[config.mk]
export PLATFORM = sky130hd
export DESIGN_NAME = phase_seq_controller_flat
export DESIGN_NICKNAME = d
export VERILOG_FILES = /design/src/rtl/phase_seq_controller_if.sv /design/src/rtl/phase_seq_controller.sv /design/src/flat_wrapper.sv
export SDC_FILE = /design/constraint.sdc
export NUM_CORES = 1
export LEC_CHECK = 0
export CAP_MARGIN = 40
export CORE_UTILIZATION = 40
export DETAILED_ROUTE_END_ITERATION = 12
export GPL_TIMING_DRIVEN = 0
export PLACE_DENSITY = 0.75
export SYNTH_ARGS = -nofsm -noshare
export SYNTH_HDL_FRONTEND = slang
export SYNTH_SLANG_ARGS = --single-unit
[constraint.sdc]
create_clock -name clk -period 3.3 [get_ports clk]
set_input_delay 0.825 -clock clk [delete_from_list [all_inputs] [get_ports clk]]
set_output_delay 0.825 -clock clk [all_outputs]
set_load 0.02 [all_outputs]
[src/rtl/phase_seq_controller_if.sv]
// rtl/phase_seq_controller_if.sv - IR/datapath handshake bundle for phase_seq_controller
//
// Purpose: groups the instruction-register fields, ALU flags, the RAM ready
// handshake and all datapath strobes into one bundle.
// Modports:
//   master - the sequence controller (consumes IR/flags/ram_rdy, drives strobes)
//   slave  - the IR/datapath/RAM side (drives IR/flags/ram_rdy, consumes strobes)
// Signals:
//   run, opcode[3:0], i_flag, addr[ADDR_W-1:0], of, sf, zf, cf, ram_rdy
//   phase[2:0], ir_en, a_en, b_en, pdr_en, pc_en, pc_load, alu_en, alu_oe,
//   ram_oe, rdr_en, port_en[NUM_PORTS-1:0], port_rd[NUM_PORTS-1:0],
//   ram_cs (active low), bus_err (sticky)
interface phase_seq_controller_if #(
  parameter int ADDR_W    = 7,
  parameter int NUM_PORTS = 1
);
  logic                 run;
  logic [3:0]           opcode;
  logic                 i_flag;
  logic [ADDR_W-1:0]    addr;
  logic                 of;
  logic                 sf;
  logic                 zf;
  logic                 cf;
  logic                 ram_rdy;

  logic [2:0]           phase;
  logic                 ir_en;
  logic                 a_en;
  logic                 b_en;
  logic                 pdr_en;
  logic                 pc_en;
  logic                 pc_load;
  logic                 alu_en;
  logic                 alu_oe;
  logic                 ram_oe;
  logic                 rdr_en;
  logic [NUM_PORTS-1:0] port_en;
  logic [NUM_PORTS-1:0] port_rd;
  logic                 ram_cs;
  logic                 bus_err;

  modport master (
    input  run, opcode, i_flag, addr, of, sf, zf, cf, ram_rdy,
    output phase, ir_en, a_en, b_en, pdr_en, pc_en, pc_load, alu_en, alu_oe,
           ram_oe, rdr_en, port_en, port_rd, ram_cs, bus_err
  );

  modport slave (
    output run, opcode, i_flag, addr, of, sf, zf, cf, ram_rdy,
    input  phase, ir_en, a_en, b_en, pdr_en, pc_en, pc_load, alu_en, alu_oe,
           ram_oe, rdr_en, port_en, port_rd, ram_cs, bus_err
  );
endinterface

[src/rtl/phase_seq_controller.sv]
// rtl/phase_seq_controller.sv - FETCH/DECODE/EXECUTE/UPDATE sequencer for the RISCY core
//
// Purpose: generates the instruction phase sequence internally and decodes the
// IR fields into datapath strobes, with a RAM ready/wait handshake and timeout.
// Ports:
//   clk   - rising-edge clock
//   rst_n - asynchronous active-low reset
//   bus   - phase_seq_controller_if.master (IR fields, flags, ram_rdy in;
//           phase, strobes, ram_cs, bus_err out)
// Optional feature: define SEQ_CTRL_HALT_EN to make opcode 4'b1111 a HALT that
// parks in HALTED until a registered rising edge of run.
module phase_seq_controller #(
  parameter int ADDR_W    = 7,
  parameter int IO_BASE   = 64,
  parameter int NUM_PORTS = 1,
  parameter int TIMEOUT   = 15
) (
  input  logic                  clk,
  input  logic                  rst_n,
  phase_seq_controller_if.master bus
);

  typedef enum logic [2:0] {
    IDLE    = 3'd0,
    FETCH   = 3'd1,
    DECODE  = 3'd2,
    EXECUTE = 3'd3,
    UPDATE  = 3'd4,
    HALTED  = 3'd5
  } phase_t;

  localparam logic [3:0] OP_LOAD  = 4'd0;
  localparam logic [3:0] OP_STORE = 4'd1;
  localparam logic [3:0] OP_B     = 4'd8;
  localparam logic [3:0] OP_BZ    = 4'd9;
  localparam logic [3:0] OP_BN    = 4'd10;
  localparam logic [3:0] OP_BV    = 4'd11;
  localparam logic [3:0] OP_BC    = 4'd12;

  phase_t               state, state_nxt;
  logic [7:0]           wait_cnt;
  logic                 bus_err_q;
  logic                 set_err;
  logic                 is_load, is_store, is_alu;
  logic                 ram_access;
  logic                 timed_out;
  logic                 hit_a, hit_b, hit_pdr;
  logic [NUM_PORTS-1:0] hit_port;
  logic                 halt_op;
  logic                 run_rise;

`ifdef SEQ_CTRL_HALT_EN
  // run is registered so HALTED only exits on a genuine 0->1 transition.
  logic run_q;
  always_ff @(posedge clk or negedge rst_n) begin
    if (!rst_n) run_q <= 1'b0;
    else        run_q <= bus.run;
  end
  assign halt_op  = (bus.opcode == 4'hF);
  assign run_rise = bus.run && !run_q;
`else
  assign halt_op  = 1'b0;
  assign run_rise = 1'b0;
`endif

  // I/O map decode: at most one hit because every target has a distinct address.
  always_comb begin
    hit_a   = (int'(bus.addr) == IO_BASE);
    hit_b   = (int'(bus.addr) == IO_BASE + 1);
    hit_pdr = (int'(bus.addr) == IO_BASE + 2);
    for (int k = 0; k < NUM_PORTS; k++) begin
      hit_port[k] = (int'(bus.addr) == IO_BASE + 3 + k);
    end
  end

  assign is_load  = (bus.opcode == OP_LOAD);
  assign is_store = (bus.opcode == OP_STORE);
  assign is_alu   = (bus.opcode >= 4'd2) && (bus.opcode <= 4'd7);

  // States that wait on ram_rdy and are subject to the timeout.
  assign ram_access = (state == FETCH) ||
                      ((state == EXECUTE) && ((is_load && !bus.i_flag) || is_store));
  assign timed_out  = ram_access && !bus.ram_rdy && (wait_cnt == 8'(TIMEOUT));

  always_ff @(posedge clk or negedge rst_n) begin
    if (!rst_n) begin
      state     <= IDLE;
      wait_cnt  <= 8'd0;
      bus_err_q <= 1'b0;
    end else begin
      state <= state_nxt;
      // Every state change clears the counter, which covers entry into FETCH
      // and into a RAM-access EXECUTE.
      if (state_nxt != state)                wait_cnt <= 8'd0;
      else if (ram_access && !bus.ram_rdy)   wait_cnt <= wait_cnt + 8'd1;
      if (set_err) bus_err_q <= 1'b1;
    end
  end

  always_comb begin
    state_nxt = state;
    set_err   = 1'b0;
    case (state)
      IDLE:    if (bus.run) state_nxt = FETCH;
      FETCH: begin
        if (bus.ram_rdy) state_nxt = DECODE;
        else if (timed_out) begin
          state_nxt = IDLE;
          set_err   = 1'b1;
        end
      end
      DECODE:  state_nxt = EXECUTE;
      EXECUTE: begin
        if (halt_op)                         state_nxt = HALTED;
        else if (!ram_access || bus.ram_rdy) state_nxt = UPDATE;
        else if (timed_out) begin
          state_nxt = IDLE;
          set_err   = 1'b1;
        end
      end
      UPDATE:  state_nxt = bus.run ? FETCH : IDLE;
      HALTED:  if (run_rise) state_nxt = FETCH;
      default: state_nxt = IDLE;
    endcase
  end

  always_comb begin
    bus.ir_en   = 1'b0;
    bus.a_en    = 1'b0;
    bus.b_en    = 1'b0;
    bus.pdr_en  = 1'b0;
    bus.pc_en   = 1'b0;
    bus.pc_load = 1'b0;
    bus.alu_en  = 1'b0;
    bus.alu_oe  = 1'b0;
    bus.ram_oe  = 1'b0;
    bus.rdr_en  = 1'b0;
    bus.port_en = '0;
    bus.port_rd = '0;
    bus.ram_cs  = 1'b1;
    case (state)
      FETCH: begin
        bus.ram_cs = 1'b0;
        bus.ram_oe = 1'b1;
        bus.ir_en  = 1'b1;
      end
      EXECUTE: begin
        if (is_load) begin
          bus.a_en    = hit_a;
          bus.b_en    = hit_b;
          bus.pdr_en  = hit_pdr;
          bus.port_en = hit_port;
          if (!bus.i_flag) begin
            bus.ram_cs = 1'b0;
            bus.ram_oe = 1'b1;
            bus.rdr_en = 1'b1;
          end
        end else if (is_store) begin
          bus.ram_cs = 1'b0;
          // A store to a port address moves port input onto the bus instead of the ALU.
          if (|hit_port) bus.port_rd = hit_port;
          else           bus.alu_oe  = 1'b1;
        end else if (is_alu) begin
          bus.alu_en = 1'b1;
          bus.alu_oe = 1'b1;
        end
      end
      UPDATE: begin
        bus.pc_en   = 1'b1;
        bus.pc_load = (bus.opcode == OP_B) ||
                      ((bus.opcode == OP_BZ) && bus.zf) ||
                      ((bus.opcode == OP_BN) && bus.sf) ||
                      ((bus.opcode == OP_BV) && bus.of) ||
                      ((bus.opcode == OP_BC) && bus.cf);
      end
      default: ;
    endcase
  end

  assign bus.phase   = state;
  assign bus.bus_err = bus_err_q;

endmodule

[src/flat_wrapper.sv]
// flat-port wrapper written by rule: the top's interface ports become plain ports
module phase_seq_controller_flat 
#(
  parameter int ADDR_W    = 7,
  parameter int IO_BASE   = 64,
  parameter int NUM_PORTS = 1,
  parameter int TIMEOUT   = 15
)
  (clk, rst_n, bus_run, bus_opcode, bus_i_flag, bus_addr, bus_of, bus_sf, bus_zf, bus_cf, bus_ram_rdy, bus_phase, bus_ir_en, bus_a_en, bus_b_en, bus_pdr_en, bus_pc_en, bus_pc_load, bus_alu_en, bus_alu_oe, bus_ram_oe, bus_rdr_en, bus_port_en, bus_port_rd, bus_ram_cs, bus_bus_err);
  phase_seq_controller_if #(.ADDR_W(ADDR_W), .NUM_PORTS(NUM_PORTS)) bus_i ();
  input  logic clk;
  input  logic rst_n;
  input wire logic [$bits(bus_i.run)-1:0] bus_run;
  input wire logic [$bits(bus_i.opcode)-1:0] bus_opcode;
  input wire logic [$bits(bus_i.i_flag)-1:0] bus_i_flag;
  input wire logic [$bits(bus_i.addr)-1:0] bus_addr;
  input wire logic [$bits(bus_i.of)-1:0] bus_of;
  input wire logic [$bits(bus_i.sf)-1:0] bus_sf;
  input wire logic [$bits(bus_i.zf)-1:0] bus_zf;
  input wire logic [$bits(bus_i.cf)-1:0] bus_cf;
  input wire logic [$bits(bus_i.ram_rdy)-1:0] bus_ram_rdy;
  output wire logic [$bits(bus_i.phase)-1:0] bus_phase;
  output wire logic [$bits(bus_i.ir_en)-1:0] bus_ir_en;
  output wire logic [$bits(bus_i.a_en)-1:0] bus_a_en;
  output wire logic [$bits(bus_i.b_en)-1:0] bus_b_en;
  output wire logic [$bits(bus_i.pdr_en)-1:0] bus_pdr_en;
  output wire logic [$bits(bus_i.pc_en)-1:0] bus_pc_en;
  output wire logic [$bits(bus_i.pc_load)-1:0] bus_pc_load;
  output wire logic [$bits(bus_i.alu_en)-1:0] bus_alu_en;
  output wire logic [$bits(bus_i.alu_oe)-1:0] bus_alu_oe;
  output wire logic [$bits(bus_i.ram_oe)-1:0] bus_ram_oe;
  output wire logic [$bits(bus_i.rdr_en)-1:0] bus_rdr_en;
  output wire logic [$bits(bus_i.port_en)-1:0] bus_port_en;
  output wire logic [$bits(bus_i.port_rd)-1:0] bus_port_rd;
  output wire logic [$bits(bus_i.ram_cs)-1:0] bus_ram_cs;
  output wire logic [$bits(bus_i.bus_err)-1:0] bus_bus_err;
  assign bus_i.run = bus_run;
  assign bus_i.opcode = bus_opcode;
  assign bus_i.i_flag = bus_i_flag;
  assign bus_i.addr = bus_addr;
  assign bus_i.of = bus_of;
  assign bus_i.sf = bus_sf;
  assign bus_i.zf = bus_zf;
  assign bus_i.cf = bus_cf;
  assign bus_i.ram_rdy = bus_ram_rdy;
  assign bus_phase = bus_i.phase;
  assign bus_ir_en = bus_i.ir_en;
  assign bus_a_en = bus_i.a_en;
  assign bus_b_en = bus_i.b_en;
  assign bus_pdr_en = bus_i.pdr_en;
  assign bus_pc_en = bus_i.pc_en;
  assign bus_pc_load = bus_i.pc_load;
  assign bus_alu_en = bus_i.alu_en;
  assign bus_alu_oe = bus_i.alu_oe;
  assign bus_ram_oe = bus_i.ram_oe;
  assign bus_rdr_en = bus_i.rdr_en;
  assign bus_port_en = bus_i.port_en;
  assign bus_port_rd = bus_i.port_rd;
  assign bus_ram_cs = bus_i.ram_cs;
  assign bus_bus_err = bus_i.bus_err;
  phase_seq_controller #(.ADDR_W(ADDR_W), .IO_BASE(IO_BASE), .NUM_PORTS(NUM_PORTS), .TIMEOUT(TIMEOUT)) u_core (.clk(clk), .rst_n(rst_n), .bus(bus_i));
endmodule
Word-level counts from Yosys, hierarchy flattened

Cells that the tools add are included.

Add/subtract/negate cells: 1
$mul: 0
Div/mod/pow operators: 0
Order comparisons: 2
Equal/unequal tests: 17
Shift-type cells: 0
Muxes and demuxes: 43
Bitwise operators: 0
Reductions and logical operators: 22

Operators by type and width:

| operator            | count |
|---|---|
| $mux 1              | 33 |
| $eq 7x7->1 const B  | 4 |
| $eq 4x4->1 const B  | 5 |
| $pmux 3 s6          | 1 |
| $mux 8              | 2 |
| $mux 3              | 4 |
| $logic_and 1x1->1   | 9 |
| $add 8x1->8 const B | 1 |
| $eq 8x4->1 const B  | 1 |
| $logic_or 1x1->1    | 7 |
| $eq 3x2->1 const B  | 2 |
| $eq 3x3->1 const B  | 2 |
| $pmux 1 s2          | 3 |
| $eq 4x1->1 const B  | 1 |
| $ge 4x2->1 const B  | 1 |
| $le 4x3->1 const B  | 1 |
| $logic_not 4->1     | 1 |
| $eq 3x1->1 const B  | 1 |
| $logic_not 1->1     | 3 |
| $logic_not 3->1     | 1 |
| $ne 3x3->1          | 1 |
| $reduce_bool 2->1   | 1 |

Flip-flop bits (word level): 12
Bits in latches: 0
RAM bits: 0
Bits in read-only memories: 0
Output and inout bits: 17
Logic and storage cells: 88
Memories: 0

Longest topological paths before layout

Gate-level depths: netlist of the first run.

Word-level depth: 12
Mapped depth: 6
Gate-level depth less buffers: 5

Worst setup path before layout of the first run

Ideal clock, no wire load.

Path kind: input -> output
Start: input port bus_opcode[3]
End: output port bus_b_en
Arrival time: 2053 ps
Data required time: 2475 ps
Setup slack: 422 ps
Cell stages on the path: 4
Path buffers: 1
Cells stage by stage: nand3b_1 or4_1 buf_2 nor3_1

Longest elaborated chain between the ends: 3

RTL lines:

| what               | RTL line                    | text |
|---|---|---|
| start: declaration | flat_wrapper.sv:14          | `input wire logic [$bits(bus_i.opcode)-1:0] bus_opcode;` |
| $logic_not 4->1    | phase_seq_controller.sv:76  | `assign is_load = (bus.opcode == OP_LOAD);` |
| $mux 1             | phase_seq_controller.sv:148 | `if (is_load) begin` |
| $mux 1             | phase_seq_controller.sv:141 | `case (state)` |
| end: declaration   | flat_wrapper.sv:25          | `output wire logic [$bits(bus_i.b_en)-1:0] bus_b_en;` |

No other way between the ends.

Final worst setup path of the first run

Ends and elaborated chain as after synthesis.

==> summary.json, run 1 <==
{
  "syn-instance-count": {"value": 107},
  "total_power": {"value": 0.701, "unit": "mW"},
  "groute.layer.met1.usage": {"value": 0.288},
  "first_pass_iters": {"value": 4},
  "layout_commonest_cell": {"value": "sky130_fd_sc_hd__clkdlybuf4s50_1"},
  "place_inst": {"value": 170},
  "die_w": {"value": 49.6, "unit": "um"},
  "port_buffers": {"value": 36},
  "critPathSlowestCell": {"value": "sky130_fd_sc_hd__or4_1"},
  "clock_path_buffers": {"value": 2},
  "detailed_place_hpwl": {"value": 1870, "unit": "um"},
  "timing.max_slew.rel_slack": {"value": 0.634},
  "share_of_synthesized_area_occupied_by_flip_flops_and_latches": {"value": 0.331},
  "drt_iter0_drc": {"value": 18},
  "postRouteWirelength": {"value": 2470, "unit": "um"},
  "dominantRegCellSynth": {"value": "sky130_fd_sc_hd__dfrtp_1"},
  "route.vias.total": {"value": 998},
  "grt.met2_usage": {"value": 0.347},
  "worst_slew_pin_slew": {"value": 0.547, "unit": "ns"},
  "netlist.top_cell.by_area": {"value": "sky130_fd_sc_hd__dfrtp_1"},
  "postPlaceCellArea": {"value": 1300, "unit": "um2"},
  "crit_path_max_incr_delay": {"value": 0.39, "unit": "ns"},
  "post_cts_hold_buffer_count": {"value": 0},
  "ioPinCount": {"value": 37},
  "worst_hold_path_type": {"value": "flop to flop"},
  "yosys.cell_types.count": {"value": 36},
  "holdCritStartpoint": {"value": "u_core.bus.bus_err"},
  "design.die.area": {"value": 2460, "unit": "um2"},
  "rows": {"value": 16},
  "finalNonFillerCells": {"value": 174},
  "rsz0062_at_grt": {"value": "no"},
  "largest_net_degree_at_the_start_of_global_routing": {"value": 13},
  "layout-drive-gt1-share": {"value": 0.102},
  "critical_path.startpoint_type": {"value": "input pin"},
  "gr-max-usage-layer": {"value": "met2"},
  "tritoncts_clock_tree": {"value": "yes"},
  "final.setup_skew": {"value": 0.0149, "unit": "ns"},
  "critical_path.most_common_cell": {"value": "sky130_fd_sc_hd__dlygate4sd2_1"},
  "avgRoutedWirePerCell": {"value": 14.2, "unit": "um"},
  "post-route-cell-area": {"value": 1320, "unit": "um2"},
  "startpoint": {"value": "bus_opcode[3]"},
  "cts.reportedPaths.clkPinSlew": {"value": 0.06, "unit": "ns"},
  "worstSkewPairLatency": {"value": 0.28, "unit": "ns"},
  "synth_area": {"value": 906, "unit": "um2"},
  "viasPerCell": {"value": 5.74},
  "number_of_enable_flip_flop_cells_after_synthesis": {"value": 0},
  "grtUsageMet3": {"value": 0.0586},
  "timing.final.max_slew_violations": {"value": 0},
  "maximum_capacitance_violations": {"value": 0},
  "worst-endpoint-arrival": {"value": 2.37, "unit": "ns"},
  "power_leakage": {"value": 0.556, "unit": "nW"},
  "fp.coreArea": {"value": 2040, "unit": "um2"},
  "max_freq": {"value": 313, "unit": "MHz"},
  "cell_by_cell_trace_of_the_critical_path": {"value": "dlygate4sd2_1 > nand3b_1 > or4_1 > buf_2 > nor3_1 > dlygate4sd2_1"},
  "hold_ws": {"value": 0.492, "unit": "ns"},
  "post-route-period-util": {"value": 0.969},
  "netlist_top_cells_area": {"value": "sky130_fd_sc_hd__dfrtp_1, sky130_fd_sc_hd__nor2_1, sky130_fd_sc_hd__mux2i_1"},
  "layout.filler_cells": {"value": 191},
  "finalWeightedCongestion": {"value": 0.817},
  "report.final.hold_viol_count": {"value": 0},
  "grt_util_all_layers": {"value": 0.215},
  "grt_antenna_before_repair": {"value": 0},
  "period_needed": {"value": 3.20, "unit": "ns"},
  "path_class": {"value": "input pin to output port"},
  "antenna_cells_inserted": {"value": 0},
  "numCtsBuffers": {"value": 3},
  "setup_tns": {"value": 0, "unit": "ns"},
  "clock_sink_count": {"value": 12},
  "finalNetCount": {"value": 170},
  "synth.ff_latch_count": {"value": 12},
  "worst_setup_path_end_kind": {"value": "output port"},
  "report.final.setup_viol": {"value": 0},
  "crit-reg2reg-launch": {"value": "u_core.bus.phase[2]"},
  "synthesis.nets": {"value": 128},
  "start_util": {"value": 0.444},
  "most_frequent_cells_in_the_layout": {"value": "sky130_fd_sc_hd__clkdlybuf4s50_1, sky130_fd_sc_hd__nor2_1, sky130_fd_sc_hd__dfrtp_1, sky130_fd_sc_hd__a21oi_1, sky130_fd_sc_hd__dlygate4sd2_1"},
  "first_global_vias": {"value": 959},
  "postSynthAreaPerCell": {"value": 8.47, "unit": "um2"},
  "cts.htree.levels": {"value": 1},
  "result_of_the_run": {"value": "finished clean"},
  "postSynth.asyncResetShare": {"value": 1.00},
  "clock_tree.root_cell": {"value": "sky130_fd_sc_hd__clkbuf_4"},
  "vdd_ir_drop_max": {"value": 350, "unit": "uV"},
  "grt_overflow": {"value": 0},
  "netlist.area_leader.share": {"value": 0.331},
  "grt_pass1_wl": {"value": 4170, "unit": "um"},
  "power-per-cell-area": {"value": 531, "unit": "nW/um2"},
  "timing.critical_path.fanout_max": {"value": 6},
  "die_height": {"value": 49.6, "unit": "um"},
  "critical_path_required_time": {"value": 2.47, "unit": "ns"},
  "synth-warning-count": {"value": 0},
  "area.growth.synth_to_final": {"value": 45.7, "unit": "%"},
  "antenna_violating_nets_post_route": {"value": 0},
  "drt_drc_violations_left": {"value": 0}
}
## final timing paths
kind                                       endpoint  slack (ns)  cells after the start
worst max-delay path                       bus_b_en        0.10                      6
worst min-delay path             u_core.bus.bus_err        0.49                      1
worst max register to register   u_core.wait_cnt[7]        1.49                      5
worst min register to register   u_core.bus.bus_err        0.49                      1
max in group asynchronous        u_core.wait_cnt[2]        2.02                      1
min in group asynchronous       u_core.bus.phase[2]        0.90                      1
## layer usage
layer,vias up,wire (um)
met5,-,0
met4,0,2
met3,2,154
met2,40,1170
met1,469,1150
li1,487,-
## registers in the layout (all words and copies together), names as in the netlist
register and count:
u_core.wait_cnt 8, u_core.bus.bus_err 1, u_core.bus.phase 3
## final cells by class
class | instances | area, um2 | share of cell area
Clock buffer | 3 | 22.5 | 0.0171
Buffer | 5 | 28.8 | 0.0218
Timing Repair Buffer | 37 | 352 | 0.266
Inverter | 2 | 7.51 | 0.00569
Sequential cell | 12 | 300 | 0.227
Tap cell | 27 | 33.8 | 0.0256
Multi-Input combinational cell | 88 | 576 | 0.436
## critical path, delay by kind of cell
family                 cells  cell delay [ns]
AND/OR/NAND/NOR            3             0.73
buffers and inverters      3             0.81
## synth_stat cells, types with 3 or more instances
master                     instances
sky130_fd_sc_hd__a21oi_1           9
sky130_fd_sc_hd__nand2_1           6
sky130_fd_sc_hd__nor2_1           14
sky130_fd_sc_hd__nor2b_1           3
sky130_fd_sc_hd__o31ai_1           3
sky130_fd_sc_hd__mux2i_1           5
sky130_fd_sc_hd__dfrtp_1          12
sky130_fd_sc_hd__or3_1             3
sky130_fd_sc_hd__or4_1             5
sky130_fd_sc_hd__nand2b_1          4
sky130_fd_sc_hd__nor3_1            4
sky130_fd_sc_hd__o21ai_0           4
## stage by stage
stage	util	setup WS [ns]
6_report	0.646	0.101
4_1_cts	0.646	0.0194
3_5_place_dp	0.637	-0.560
2_1_floorplan	-	0.422
3_3_place_gp	0.637	-0.508
5_1_grt	0.646	0.0254
## power breakdown
| part | switching (mW) | total, mW | internal, mW |
|---|---|---|---|
| sequential | 0.0171 | 0.185 | 0.168 |
| clock | 0.0475 | 0.0897 | 0.0422 |
| combinational | 0.244 | 0.427 | 0.183 |
| total | 0.309 | 0.701 | 0.393 |
## logic make-up (layout without fill, tap and decap cells)
| group | count (synthesis) | after routing | share of synthesized area |
|---|---|---|---|
| muxes | 5 | 5 | 0.0553 |
| DFF | 12 | 12 | 0.331 |
| adders and majority gates | 1 | 1 | 0.0138 |
| buffers and inverters | 7 | 47 | 0.0400 |
| AOI/OAI and AO/OA | 24 | 24 | 0.160 |
| and+or+nand+nor | 56 | 56 | 0.380 |
| xor gates and xnor gates | 2 | 2 | 0.0193 |
## repair_timing
item | 4_1_cts | 5_1_grt
buffers inserted | 1 | 0
cloned | 0 | 0
endpoints found under the setup margin | 8 | 3
resized for setup | 14 | 6
(Power assumes the default switching activity.)
==> run 2: changes to the inputs <==
--- a/config.mk
+++ b/config.mk
@@ -7,6 +7,7 @@
 export LEC_CHECK = 0
 export CAP_MARGIN = 40
 export CORE_UTILIZATION = 40
+export CTS_CLUSTER_DIAMETER = 60
 export DETAILED_ROUTE_END_ITERATION = 12
 export GPL_TIMING_DRIVEN = 0
 export PLACE_DENSITY = 0.75
==> results of run 2 <==
Final layout, timing and power as in run 1 (identical DEF).
